--- config.mk ---
export PLATFORM = sky130hd
export DESIGN_NAME = mmio_uart
export DESIGN_NICKNAME = d
export VERILOG_FILES = /design/src/rtl/uart_pkg.sv /design/src/rtl/sync_fifo.sv /design/src/rtl/mmio_uart.sv
export SDC_FILE = /design/constraint.sdc
export NUM_CORES = 1
export LEC_CHECK = 0
export BUFFER_PORTS_ARGS = -buffer_cell sky130_fd_sc_hd__buf_2
export CORE_MARGIN = 2
export CORE_UTILIZATION = 35
export CTS_BUF_LIST = sky130_fd_sc_hd__clkbuf_2
export CTS_CLUSTER_SIZE = 8
export DETAILED_ROUTE_END_ITERATION = 8
export PLACE_DENSITY = 0.59
export RECOVER_POWER = 50
export SETUP_SLACK_MARGIN = 0.3
export SYNTH_ARGS = -nofsm -noshare
export SYNTH_HDL_FRONTEND = slang
export SYNTH_SLANG_ARGS = --single-unit
--- constraint.sdc ---
create_clock -name clk -period 3.8 [get_ports clk]
set_clock_uncertainty 0.1 [all_clocks]
set_input_delay 0.19 -clock clk [delete_from_list [all_inputs] [get_ports clk]]
set_output_delay 0.19 -clock clk [all_outputs]
set_load 0.02 [all_outputs]
--- src/rtl/uart_pkg.sv ---
// Shared definitions for the memory-mapped UART: register offsets, bit positions, FSM states.
package uart_pkg;

  // Byte offsets of the registers inside the 16-byte window
  localparam logic [3:0] OffTxdata = 4'h0;
  localparam logic [3:0] OffRxdata = 4'h4;
  localparam logic [3:0] OffStatus = 4'h8;
  localparam logic [3:0] OffCtrl   = 4'hC;

  localparam int unsigned StatusTxFull     = 0;
  localparam int unsigned StatusTxEmpty    = 1;
  localparam int unsigned StatusRxEmpty    = 2;
  localparam int unsigned StatusRxFull     = 3;
  localparam int unsigned StatusRxOverrun  = 4;
  localparam int unsigned StatusFrameErr   = 5;
  localparam int unsigned StatusTxBusy     = 6;
  localparam int unsigned StatusTxOverflow = 7;

  localparam int unsigned CtrlTxEn     = 0;
  localparam int unsigned CtrlRxEn     = 1;
  localparam int unsigned CtrlLoopback = 2;

  localparam logic [2:0] CtrlReset = 3'b011;

  typedef enum logic [1:0] {TxIdle, TxStart, TxData, TxStop} tx_state_e;
  typedef enum logic [1:0] {RxIdle, RxStart, RxData, RxStop} rx_state_e;

endpackage

--- src/rtl/sync_fifo.sv ---
// Single-clock FIFO with combinational head output. A push into a full FIFO is
// accepted only when a pop happens in the same cycle.
module sync_fifo #(
  parameter int unsigned WIDTH = 8,
  parameter int unsigned DEPTH = 16
) (
  input  logic                     clk,
  input  logic                     reset,
  input  logic                     push,
  input  logic                     pop,
  input  logic [WIDTH-1:0]         din,
  output logic [WIDTH-1:0]         dout,
  output logic                     full,
  output logic                     empty,
  output logic [$clog2(DEPTH):0]   count
);

  localparam int unsigned AddrW = $clog2(DEPTH);
  localparam int unsigned CntW  = AddrW + 1;

  logic [WIDTH-1:0] mem_q [DEPTH];
  logic [AddrW-1:0] rd_ptr_q, wr_ptr_q;
  logic [CntW-1:0]  count_q;
  logic             do_push, do_pop;

  assign empty   = (count_q == '0);
  assign full    = (count_q == CntW'(DEPTH));
  assign count   = count_q;
  assign dout    = mem_q[rd_ptr_q];
  assign do_pop  = pop && !empty;
  assign do_push = push && (!full || do_pop);

  always_ff @(posedge clk) begin
    if (reset) begin
      rd_ptr_q <= '0;
      wr_ptr_q <= '0;
      count_q  <= '0;
    end else begin
      if (do_push) wr_ptr_q <= wr_ptr_q + 1'b1;
      if (do_pop)  rd_ptr_q <= rd_ptr_q + 1'b1;
      if (do_push && !do_pop) begin
        count_q <= count_q + 1'b1;
      end else if (do_pop && !do_push) begin
        count_q <= count_q - 1'b1;
      end
    end
  end

  // Storage is not reset; only the pointers define validity
  always_ff @(posedge clk) begin
    if (do_push) mem_q[wr_ptr_q] <= din;
  end

endmodule

--- src/rtl/mmio_uart.sv ---
// Memory-mapped UART with TX/RX FIFOs, sticky error flags, control register and loopback.
// Read_data is zero outside the register window so instances can be OR-combined.
module mmio_uart
  import uart_pkg::*;
#(
  parameter int unsigned CLK_FREQ   = 60000000,
  parameter int unsigned BAUD_RATE  = 115200,
  parameter logic [31:0] BASE_ADDR  = 32'h4000_0010,
  parameter int unsigned FIFO_DEPTH = 16
) (
  input  logic        clk,
  input  logic        reset,
  input  logic        Read,
  input  logic        Write,
  input  logic [31:0] Address,
  input  logic [31:0] Write_data,
  output logic [31:0] Read_data,
  input  logic        rx,
  output logic        tx
);

  localparam int unsigned Div      = CLK_FREQ / BAUD_RATE;
  localparam int unsigned CntW     = $clog2(Div);
  localparam int unsigned CountW   = $clog2(FIFO_DEPTH) + 1;
  localparam logic [CntW-1:0] DivLast  = CntW'(Div - 1);
  localparam logic [CntW-1:0] HalfLast = CntW'(Div / 2 - 1);

  // Bus decode
  logic [31:0] offset;
  logic        in_window;
  logic        wr_txdata, wr_status, wr_ctrl, rd_rxdata;

  assign offset    = Address - BASE_ADDR;
  assign in_window = (offset[31:4] == '0);
  assign wr_txdata = Write && in_window && (offset[3:0] == OffTxdata);
  assign wr_status = Write && in_window && (offset[3:0] == OffStatus);
  assign wr_ctrl   = Write && in_window && (offset[3:0] == OffCtrl);
  assign rd_rxdata = Read && in_window && (offset[3:0] == OffRxdata);

  logic [2:0] ctrl_q, ctrl_d;
  logic       overrun_q, overrun_d;
  logic       frame_err_q, frame_err_d;
  logic       overflow_q, overflow_d;

  // FIFOs
  logic              tx_pop, tx_full, tx_empty;
  logic [7:0]        tx_dout;
  logic [CountW-1:0] tx_count;
  logic              rx_push, rx_full, rx_empty;
  logic [7:0]        rx_dout;
  logic [CountW-1:0] rx_count;
  logic [7:0]        rx_shift_q, rx_shift_d;

  sync_fifo #(
    .WIDTH (8),
    .DEPTH (FIFO_DEPTH)
  ) u_tx_fifo (
    .clk   (clk),
    .reset (reset),
    .push  (wr_txdata),
    .pop   (tx_pop),
    .din   (Write_data[7:0]),
    .dout  (tx_dout),
    .full  (tx_full),
    .empty (tx_empty),
    .count (tx_count)
  );

  sync_fifo #(
    .WIDTH (8),
    .DEPTH (FIFO_DEPTH)
  ) u_rx_fifo (
    .clk   (clk),
    .reset (reset),
    .push  (rx_push),
    .pop   (rd_rxdata),
    .din   (rx_shift_q),
    .dout  (rx_dout),
    .full  (rx_full),
    .empty (rx_empty),
    .count (rx_count)
  );

  // TX FSM
  tx_state_e       tx_state_q, tx_state_d;
  logic [CntW-1:0] tx_cnt_q, tx_cnt_d;
  logic [2:0]      tx_bit_q, tx_bit_d;
  logic [7:0]      tx_shift_q, tx_shift_d;
  logic            tx_q, tx_d;

  always_comb begin
    tx_state_d = tx_state_q;
    tx_cnt_d   = tx_cnt_q;
    tx_bit_d   = tx_bit_q;
    tx_shift_d = tx_shift_q;
    tx_pop     = 1'b0;
    unique case (tx_state_q)
      TxIdle: begin
        if (ctrl_q[CtrlTxEn] && !tx_empty) begin
          tx_pop     = 1'b1;
          tx_shift_d = tx_dout;
          tx_cnt_d   = '0;
          tx_state_d = TxStart;
        end
      end
      TxStart: begin
        if (tx_cnt_q == DivLast) begin
          tx_cnt_d   = '0;
          tx_bit_d   = '0;
          tx_state_d = TxData;
        end else begin
          tx_cnt_d = tx_cnt_q + 1'b1;
        end
      end
      TxData: begin
        if (tx_cnt_q == DivLast) begin
          tx_cnt_d   = '0;
          tx_shift_d = {1'b0, tx_shift_q[7:1]};
          if (tx_bit_q == 3'd7) tx_state_d = TxStop;
          else                  tx_bit_d   = tx_bit_q + 1'b1;
        end else begin
          tx_cnt_d = tx_cnt_q + 1'b1;
        end
      end
      TxStop: begin
        if (tx_cnt_q == DivLast) begin
          tx_cnt_d   = '0;
          tx_state_d = TxIdle;
        end else begin
          tx_cnt_d = tx_cnt_q + 1'b1;
        end
      end
      default: tx_state_d = TxIdle;
    endcase

    // Line level is registered from the next state so tx never glitches
    unique case (tx_state_d)
      TxStart: tx_d = 1'b0;
      TxData:  tx_d = tx_shift_d[0];
      default: tx_d = 1'b1;
    endcase
  end

  always_ff @(posedge clk) begin
    if (reset) begin
      tx_state_q <= TxIdle;
      tx_cnt_q   <= '0;
      tx_bit_q   <= '0;
      tx_shift_q <= '0;
      tx_q       <= 1'b1;
    end else begin
      tx_state_q <= tx_state_d;
      tx_cnt_q   <= tx_cnt_d;
      tx_bit_q   <= tx_bit_d;
      tx_shift_q <= tx_shift_d;
      tx_q       <= tx_d;
    end
  end

  assign tx = tx_q;

  // RX path
  rx_state_e       rx_state_q, rx_state_d;
  logic [CntW-1:0] rx_cnt_q, rx_cnt_d;
  logic [2:0]      rx_bit_q, rx_bit_d;
  logic            rx_sync1_q, rx_sync2_q, rx_prev_q;
  logic            rx_in, rx_fall, frame_set;

  assign rx_in   = ctrl_q[CtrlLoopback] ? tx_q : rx_sync2_q;
  assign rx_fall = rx_prev_q && !rx_in;

  always_comb begin
    rx_state_d = rx_state_q;
    rx_cnt_d   = rx_cnt_q;
    rx_bit_d   = rx_bit_q;
    rx_shift_d = rx_shift_q;
    rx_push    = 1'b0;
    frame_set  = 1'b0;
    unique case (rx_state_q)
      RxIdle: begin
        if (ctrl_q[CtrlRxEn] && rx_fall) begin
          rx_cnt_d   = '0;
          rx_state_d = RxStart;
        end
      end
      RxStart: begin
        if (rx_cnt_q == HalfLast) begin
          rx_cnt_d = '0;
          rx_bit_d = '0;
          // Line back high at mid start bit: a glitch, not a frame
          rx_state_d = rx_in ? RxIdle : RxData;
        end else begin
          rx_cnt_d = rx_cnt_q + 1'b1;
        end
      end
      RxData: begin
        if (rx_cnt_q == DivLast) begin
          rx_cnt_d   = '0;
          rx_shift_d = {rx_in, rx_shift_q[7:1]};
          if (rx_bit_q == 3'd7) rx_state_d = RxStop;
          else                  rx_bit_d   = rx_bit_q + 1'b1;
        end else begin
          rx_cnt_d = rx_cnt_q + 1'b1;
        end
      end
      RxStop: begin
        if (rx_cnt_q == DivLast) begin
          rx_cnt_d   = '0;
          rx_state_d = RxIdle;
          rx_push    = rx_in;
          frame_set  = !rx_in;
        end else begin
          rx_cnt_d = rx_cnt_q + 1'b1;
        end
      end
      default: rx_state_d = RxIdle;
    endcase
  end

  always_ff @(posedge clk) begin
    if (reset) begin
      rx_state_q <= RxIdle;
      rx_cnt_q   <= '0;
      rx_bit_q   <= '0;
      rx_shift_q <= '0;
      rx_sync1_q <= 1'b1;
      rx_sync2_q <= 1'b1;
      rx_prev_q  <= 1'b1;
    end else begin
      rx_state_q <= rx_state_d;
      rx_cnt_q   <= rx_cnt_d;
      rx_bit_q   <= rx_bit_d;
      rx_shift_q <= rx_shift_d;
      rx_sync1_q <= rx;
      rx_sync2_q <= rx_sync1_q;
      rx_prev_q  <= rx_in;
    end
  end

  // Control and sticky flags; a new event wins over a same-cycle clear
  logic tx_drop, rx_drop;

  assign tx_drop = wr_txdata && tx_full && !tx_pop;
  assign rx_drop = rx_push && rx_full && !(rd_rxdata && !rx_empty);

  always_comb begin
    ctrl_d      = wr_ctrl ? Write_data[2:0] : ctrl_q;
    overrun_d   = (overrun_q && !(wr_status && Write_data[StatusRxOverrun])) || rx_drop;
    frame_err_d = (frame_err_q && !(wr_status && Write_data[StatusFrameErr])) || frame_set;
    overflow_d  = (overflow_q && !(wr_status && Write_data[StatusTxOverflow])) || tx_drop;
  end

  always_ff @(posedge clk) begin
    if (reset) begin
      ctrl_q      <= CtrlReset;
      overrun_q   <= 1'b0;
      frame_err_q <= 1'b0;
      overflow_q  <= 1'b0;
    end else begin
      ctrl_q      <= ctrl_d;
      overrun_q   <= overrun_d;
      frame_err_q <= frame_err_d;
      overflow_q  <= overflow_d;
    end
  end

  // Read mux
  logic [31:0] status;

  assign status = {16'b0, 8'(rx_count), overflow_q, (tx_state_q != TxIdle), frame_err_q,
                   overrun_q, rx_full, rx_empty, tx_empty, tx_full};

  always_comb begin
    Read_data = '0;
    if (Read && in_window) begin
      case (offset[3:0])
        OffRxdata: Read_data = rx_empty ? 32'b0 : {24'b0, rx_dout};
        OffStatus: Read_data = status;
        OffCtrl:   Read_data = {29'b0, ctrl_q};
        default:   Read_data = '0;
      endcase
    end
  end

  logic unused_sigs;
  assign unused_sigs = ^{Write_data[31:8], Write_data[6], Write_data[3], tx_count};

endmodule

---- After elaboration in Yosys (flattened, before gate mapping) ----
Memories as Yosys holds them, arrays and structs flattened. A register that Yosys moved wholly into a read port is not among the register bits.
Index checks and enable logic that the tools add are counted.
operators by class
  reductions and logical operators ........ 64
  magnitude comparators ................... 0
  shifts and indexed selects .............. 0
  add/subtract/negate cells ............... 13
  $mul .................................... 0
  mux-type cells .......................... 54
  equal/unequal tests ..................... 28
  divide/modulo/power cells ............... 0
  bitwise logic cells ..................... 0
operators by type and width
  operator                                              count
  two-way mux 10 bit                                    5
  one-hot mux 13 bit (3 select lines)                   1
  subtractor 32 x 31 -> 32 bit (second input constant)  1
  one-hot mux 10 bit (3 select lines)                   1
  logical NOT 28 bit                                    1
  logical AND 1 bit                                     27
  two-way mux 8 bit                                     3
  two-way mux 2 bit                                     11
  adder 10 x 1 -> 10 bit (second input constant)        2
  equality test 10 bit (second input constant)          2
  two-way mux 5 bit                                     4
  inequality test 2 bit (second input constant)         10
  one-hot mux 10 bit (2 select lines)                   1
  two-way mux 3 bit                                     6
  adder 4 x 1 -> 4 bit (second input constant)          4
  two-way mux 4 bit                                     4
  one-hot mux 2 bit (4 select lines)                    2
  one-hot mux 8 bit (2 select lines)                    1
  logical NOT 1 bit                                     13
  two-way mux 13 bit                                    1
  one-hot mux 3 bit (2 select lines)                    2
  nonzero test 2 bit                                    6
  two-way mux 1 bit                                     11
  adder 5 x 1 -> 5 bit (second input constant)          2
  20 further kinds                                      38
storage, ports and cells
  output and inout port bits .............. 33
  bits in read-only memories .............. 0
  bits of input ports ..................... 69
  bits in latches ......................... 0
  bits in writable memories ............... 256
  memories kept ........................... 2
  bits in registers ....................... 82
  word-level logic and storage cells ...... 184
memory list
  memory           depth  width  read ports  clocked after memory_dff  write ports  RTL line         source
  u_rx_fifo.mem_q  16     8      1           1                         1            sync_fifo.sv:21  logic [WIDTH-1:0] mem_q [DEPTH];
  u_tx_fifo.mem_q  16     8      1           1                         1            sync_fifo.sv:21

---- Longest topological paths before layout ----
  word-level depth ........................ 12
  gate-level depth with buffers ........... 17
  depth with buffers taken out ............ 16

---- Modules after synthesis ----
A second synthesis with hierarchy kept.
unflattened totals
  cells, all modules ...................... 1,033
  area, all modules ....................... 14,851.7 sq um
modules (own cells, without submodules)
  module     instances  cells an instance  area an instance (sq um)  seq. area each (sq um)
  sync_fifo  2          311                5,771.8                   4,184.0
  mmio_uart  1          411                3,308.2                   1,121.1

---- Worst setup path after synthesis ----
Ideal clock, no wire load.
  path type ............................... input to register
  start ................................... input port Address[10]
  end ..................................... register u_rx_fifo.count_q[4], in the netlist u_rx_fifo.count[4]
  data arrival time ....................... 3.946 ns
  path buffers ............................ 2
  cell stages on the path ................. 16
  data required time ...................... 3.630 ns
  path slack .............................. -0.317 ns
  library setup time ...................... 0.070 ns
  cells stage by stage .................... nor4_4 -> nand4b_4 -> a2111oi_4 -> a211oi_2 -> or4_4 -> buf_6 -> a2111oi_4 -> buf_6 -> ha_1 -> inv_1 -> fa_1 -> a21o_1 -> a21oi_1 -> xnor2_1 -> or3_1 -> a21oi_1
on the way
  longest elaborated chain between the ends .. 10
  elaborated cells between the ends (all ways) .. 13
  those cells by class .................... add/sub (1); mux (1); reduce/logical (11)
ends and longest elaborated chain
  element                              RTL line         source
  start: declaration                   mmio_uart.sv:15  input logic [31:0] Address,
  subtractor 32 x 31 -> 32 bit *       mmio_uart.sv:33  assign offset = Address - BASE_ADDR;
  logical NOT 28 bit *                 mmio_uart.sv:34  assign in_window = (offset[31:4] == '0);
  logical AND 1 bit * (2 in a row)     mmio_uart.sv:38  assign rd_rxdata = Read && in_window && (offset[3:0] == OffRxdata);
  logical AND 1 bit *                  sync_fifo.sv:30  assign do_pop = pop && !empty;
  logical OR 1 bit *                   sync_fifo.sv:31  assign do_push = push && (!full || do_pop);
  logical AND 1 bit *                  sync_fifo.sv:31
  named net u_rx_fifo.do_push          sync_fifo.sv:24  logic do_push, do_pop;
  logical NOT 1 bit                    sync_fifo.sv:43  end else if (do_pop && !do_push) begin
  logical AND 1 bit                    sync_fifo.sv:43
  nonzero test 2 bit (no source line)  n/a
  end signal: assignment               sync_fifo.sv:42  count_q <= count_q + 1'b1;
  end signal: assignment               sync_fifo.sv:44  count_q <= count_q - 1'b1;
  end: declaration                     sync_fifo.sv:23  logic [CntW-1:0] count_q;
The timed path passes the listed nets; every way through them passes the cells marked *.
A chain may end at the register's enable or synchronous reset.

---- Worst setup path after layout ----
  start ................................... input port Address[0]
  end ..................................... register u_rx_fifo.count_q[4], in the netlist u_rx_fifo.count[4]
on the way
  longest elaborated chain between the ends .. 10
  elaborated cells between the ends (all ways) .. 14
  those cells by class .................... add/sub (1); eq/ne (1); mux (1); reduce/logical (11)
ends and longest elaborated chain
  element                              RTL line
  subtractor 32 x 31 -> 32 bit *       mmio_uart.sv:33
  logical NOT 28 bit                   mmio_uart.sv:34
  logical AND 1 bit                    mmio_uart.sv:38
  logical AND 1 bit *                  mmio_uart.sv:38
  logical AND 1 bit *                  sync_fifo.sv:30
  logical OR 1 bit                     sync_fifo.sv:31
  logical AND 1 bit                    sync_fifo.sv:31
  logical NOT 1 bit                    sync_fifo.sv:43
  logical AND 1 bit                    sync_fifo.sv:43
  nonzero test 2 bit (no source line)  n/a
Every way passes the cells marked *; elsewhere a longest branch is shown, timed or not.

==> impl_metrics.py <==
metrics = {
    "floorplanning": {
        "row_count": 75,
        "initial_core_util_pct": 35.4,
        "die_area_um2": 44100,
        "die_h_um": 210,
        "die_x_um": 210,
        "fp.coreArea_um2": 41900,
        "ios": 102,
    },
    "drt": {
        "routed_wl_um": 34200,
        "drt_iter0_drc": 795,
        "remaining_drc_errors": 0,
        "vias_per_cell": 5.12,
        "firstDrtPassIters": 5,
        "num_vias": 9412,
        "wl_per_cell_um": 18.6,
        "ant_nets": 0,
    },
    "setup_path": {
        "cp_max_fo": 4,
        "critPathKind": "primary input to register",
        "required_ns": 4.49,
        "worst_setup_path_start_kind": "primary input",
        "end_kind": "register",
        "arrival_ns": 4.37,
    },
    "clock_network": {
        "cts_sinks": 346,
        "clockRootBuffer": "clkbuf_2",
        "htree_levels": 3,
        "insertion_delay_ns": 0.96,
        "cts_buffer_depth": 3,
        "path_clk_slew_ns": 0.10,
        "cts_tree": "done",
        "numCtsBuffers": 87,
    },
    "yosys": {
        "synth_cell_type_count": 66,
        "synthFlopType": "edfxtp_1",
        "yosysSeqAreaShare_pct": 63.9,
        "ys_ff_latch": 346,
        "synth.most_common_cell": "edfxtp_1",
        "yosys_warnings": 0,
        "synth_edf_count": 256,
        "synthCells": 1008,
        "ys_async_sr_fraction_pct": 0,
        "yosysTopAreaCellShare_pct": 51.8,
        "ys_top_cells_by_count": "edfxtp_1 (256), nor2_1 (91), dfxtp_1 (90)",
        "synth_area_um2": 14900,
        "syn_area_per_cell_um2": 14.7,
        "yosysTopAreaCell": "edfxtp_1",
        "synth.top_cells.by_area": "edfxtp_1 (52%), dfxtp_1 (12%), mux4_2 (12%), nor2_1 (2.3%), ha_1 (2.0%)",
    },
    "power": {
        "switching_share_pct": 28.0,
        "power.density_nw_per_um2": 443,
        "total_power_mw": 7.84,
        "seqPwrFrac_pct": 53.8,
        "p_int_mw": 5.65,
        "p_switching_mw": 2.20,
        "p_clk_share_pct": 32.0,
        "p_comb_share_pct": 14.2,
        "peakVddDrop_mv": 0.172,
        "p_leak_nw": 6.07,
    },
    "sta": {
        "hold_violations": 0,
        "tightest_slew_ns": 2.91,
        "fmax_ghz": 0.272,
        "setup_viol": 0,
        "rsz0062_at_grt": "true",
        "min_period_ns": 3.68,
        "slew_viol_final": 63,
        "setup_tns_ns": 0,
        "fin_crit_sh_pct": 96.8,
        "max-slew-margin-rel_pct": -94.2,
    },
    "cells_and_area": {
        "design_area_um2": 17700,
        "syn2layout_area_growth_pct": 19.2,
        "final_nets": 1319,
        "final_layout_size_suffix_gt1_share_pct": 31.8,
    },
    "min_path": {
        "min_path_type": "primary input to register",
    },
    "place": {
        "dpl.hpwl_um": 21400,
        "place_area_um2": 16000,
        "globalplace.congestion": 0.823,
        "place.port_buffers": 58,
    },
    "outcome": {
        "outcome": "complete, but fails checks",
        "violations": "max-capacitance violations, max-slew violations",
    },
    "global_route": {
        "grt-ovfl-total": 0,
        "grt_pass1_wl_um": 53200,
        "grt_pass1_vias": 9455,
        "antenna_found_initial": 2,
        "grt_max_degree": 63,
        "grt_use_total_pct": 15.8,
    },
    "job": {
        "cap_violations": 1,
    },
}
-- power by group through the flow --
stage / sequential (mW) / clock (mW) / combinational (mW)
after detailed placement: 4.31 / 0 / 1.06
final: 4.22 / 2.51 / 1.11
after floorplan: 4.25 / 0 / 0.805
after global placement: 4.30 / 0 / 1.05
after global routing: 4.24 / 2.81 / 1.24
after CTS: 4.22 / 2.61 / 1.10
-- sequential cells by signal, indices dropped and copies added, names as in the netlist, 4 cells and up, named ones only --
| register | cells |
|---|---|
| u_rx_fifo.mem_q | 128 |
| u_tx_fifo.mem_q | 128 |
| rx_cnt_q | 10 |
| tx_cnt_q | 10 |
| rx_shift_q | 8 |
| tx_shift_q | 8 |
| u_rx_fifo.count | 5 |
| u_tx_fifo.count | 5 |
| u_rx_fifo.rd_ptr_q | 4 |
| u_rx_fifo.wr_ptr_q | 4 |
| u_tx_fifo.rd_ptr_q | 4 |
| u_tx_fifo.wr_ptr_q | 4 |
-- stage by stage --
stage          util, %  hold slack (ns)  worst slack, ns  instances
5_1_grt           42.2            0.109           0.0648       1838
3_5_place_dp      38.1            0.279           -0.103       1606
6_report          42.2           0.0985            0.122       1838
4_1_cts           41.8          0.00162            0.186       1829
3_3_place_gp      38.1            0.277          -0.0389       1606
2_1_floorplan        -            0.186          -0.0365       1026
-- layout by cell type, fill, tap and decap left out, drive strengths merged, types with 20 or more instances in the layout --
cell type and n:
a21oi 50, and3 21, buf 114, clkbuf 147, clkinv 25, dfxtp 90, dlygate4sd3 48, edfxtp 256
ha 24, inv 21, mux4 80, nand2 56, nand3 20, nor2 91, o21ai 22
-- what timing repair did --
item	in CTS	in global routing
hold buffers	49	0
pin swaps	6	16
gates cloned	3	0
resized for setup	21	45
setup endpoints to repair	10	29
hold endpoints to repair	173	0
buffers inserted	9	8
-- logic make-up (layout without fill, tap and decap cells) --
group           count (synthesis)  count (layout)  synth area share, %
compound gates                140             140                 6.34
fa+ha+maj                      26              26                 2.29
simple gates                  298             298                 10.6
xor+xnor                       15              15                0.885
flops                         346             346                 63.9
buf+inv                        86             357                 2.76
other cells                     1              21               0.0253
mux                            96              96                 13.2
-- worst paths after layout --
path	from	to	slack, ns	cells after the start
max	Address[0]	u_rx_fifo.count[4]	0.12	16
min	Address[27]	u_rx_fifo.rd_ptr_q[2]	0.1	7
max reg2reg	u_rx_fifo.count[0]	u_rx_fifo.count[4]	0.22	14
min reg2reg	rx_sync1_q	rx_sync2_q	0.32	1
-- area by class of cell --
cell class	instances	area [µm²]
Inverter	20	76.3
Fill cell	3854	24200
Timing Repair Buffer	175	1420
Antenna cell	2	5.00
Clock inverter	28	144
Multi-Input combinational cell	594	5210
Tap cell	539	674
Sequential cell	346	9510
Clock buffer	134	671
-- worst max-delay path, cell delays in order --
cell and delay, ns:
dlygate4sd3_1 0.53, buf_2 0.13, nor2_4 0.10, dlygate4sd3_1 0.59, nand4b_1 0.14, or2_4 0.29, or4_4 0.50, a2111oi_4 0.45
ha_4 0.20, inv_2 0.05, fa_2 0.33, a21o_1 0.17, a21oi_2 0.14, xnor2_1 0.08, or3_1 0.31, a21oi_1 0.13
-- routing by layer --
metal	track usage (%)	up-vias	wire length (µm)
li1	-	4396	-
met1	20.6	4690	15100
met2	25.9	270	16600
met3	3.55	56	1760
met4	5.99	0	760
met5	0	-	0
Power figures use the tool's default switching activity.
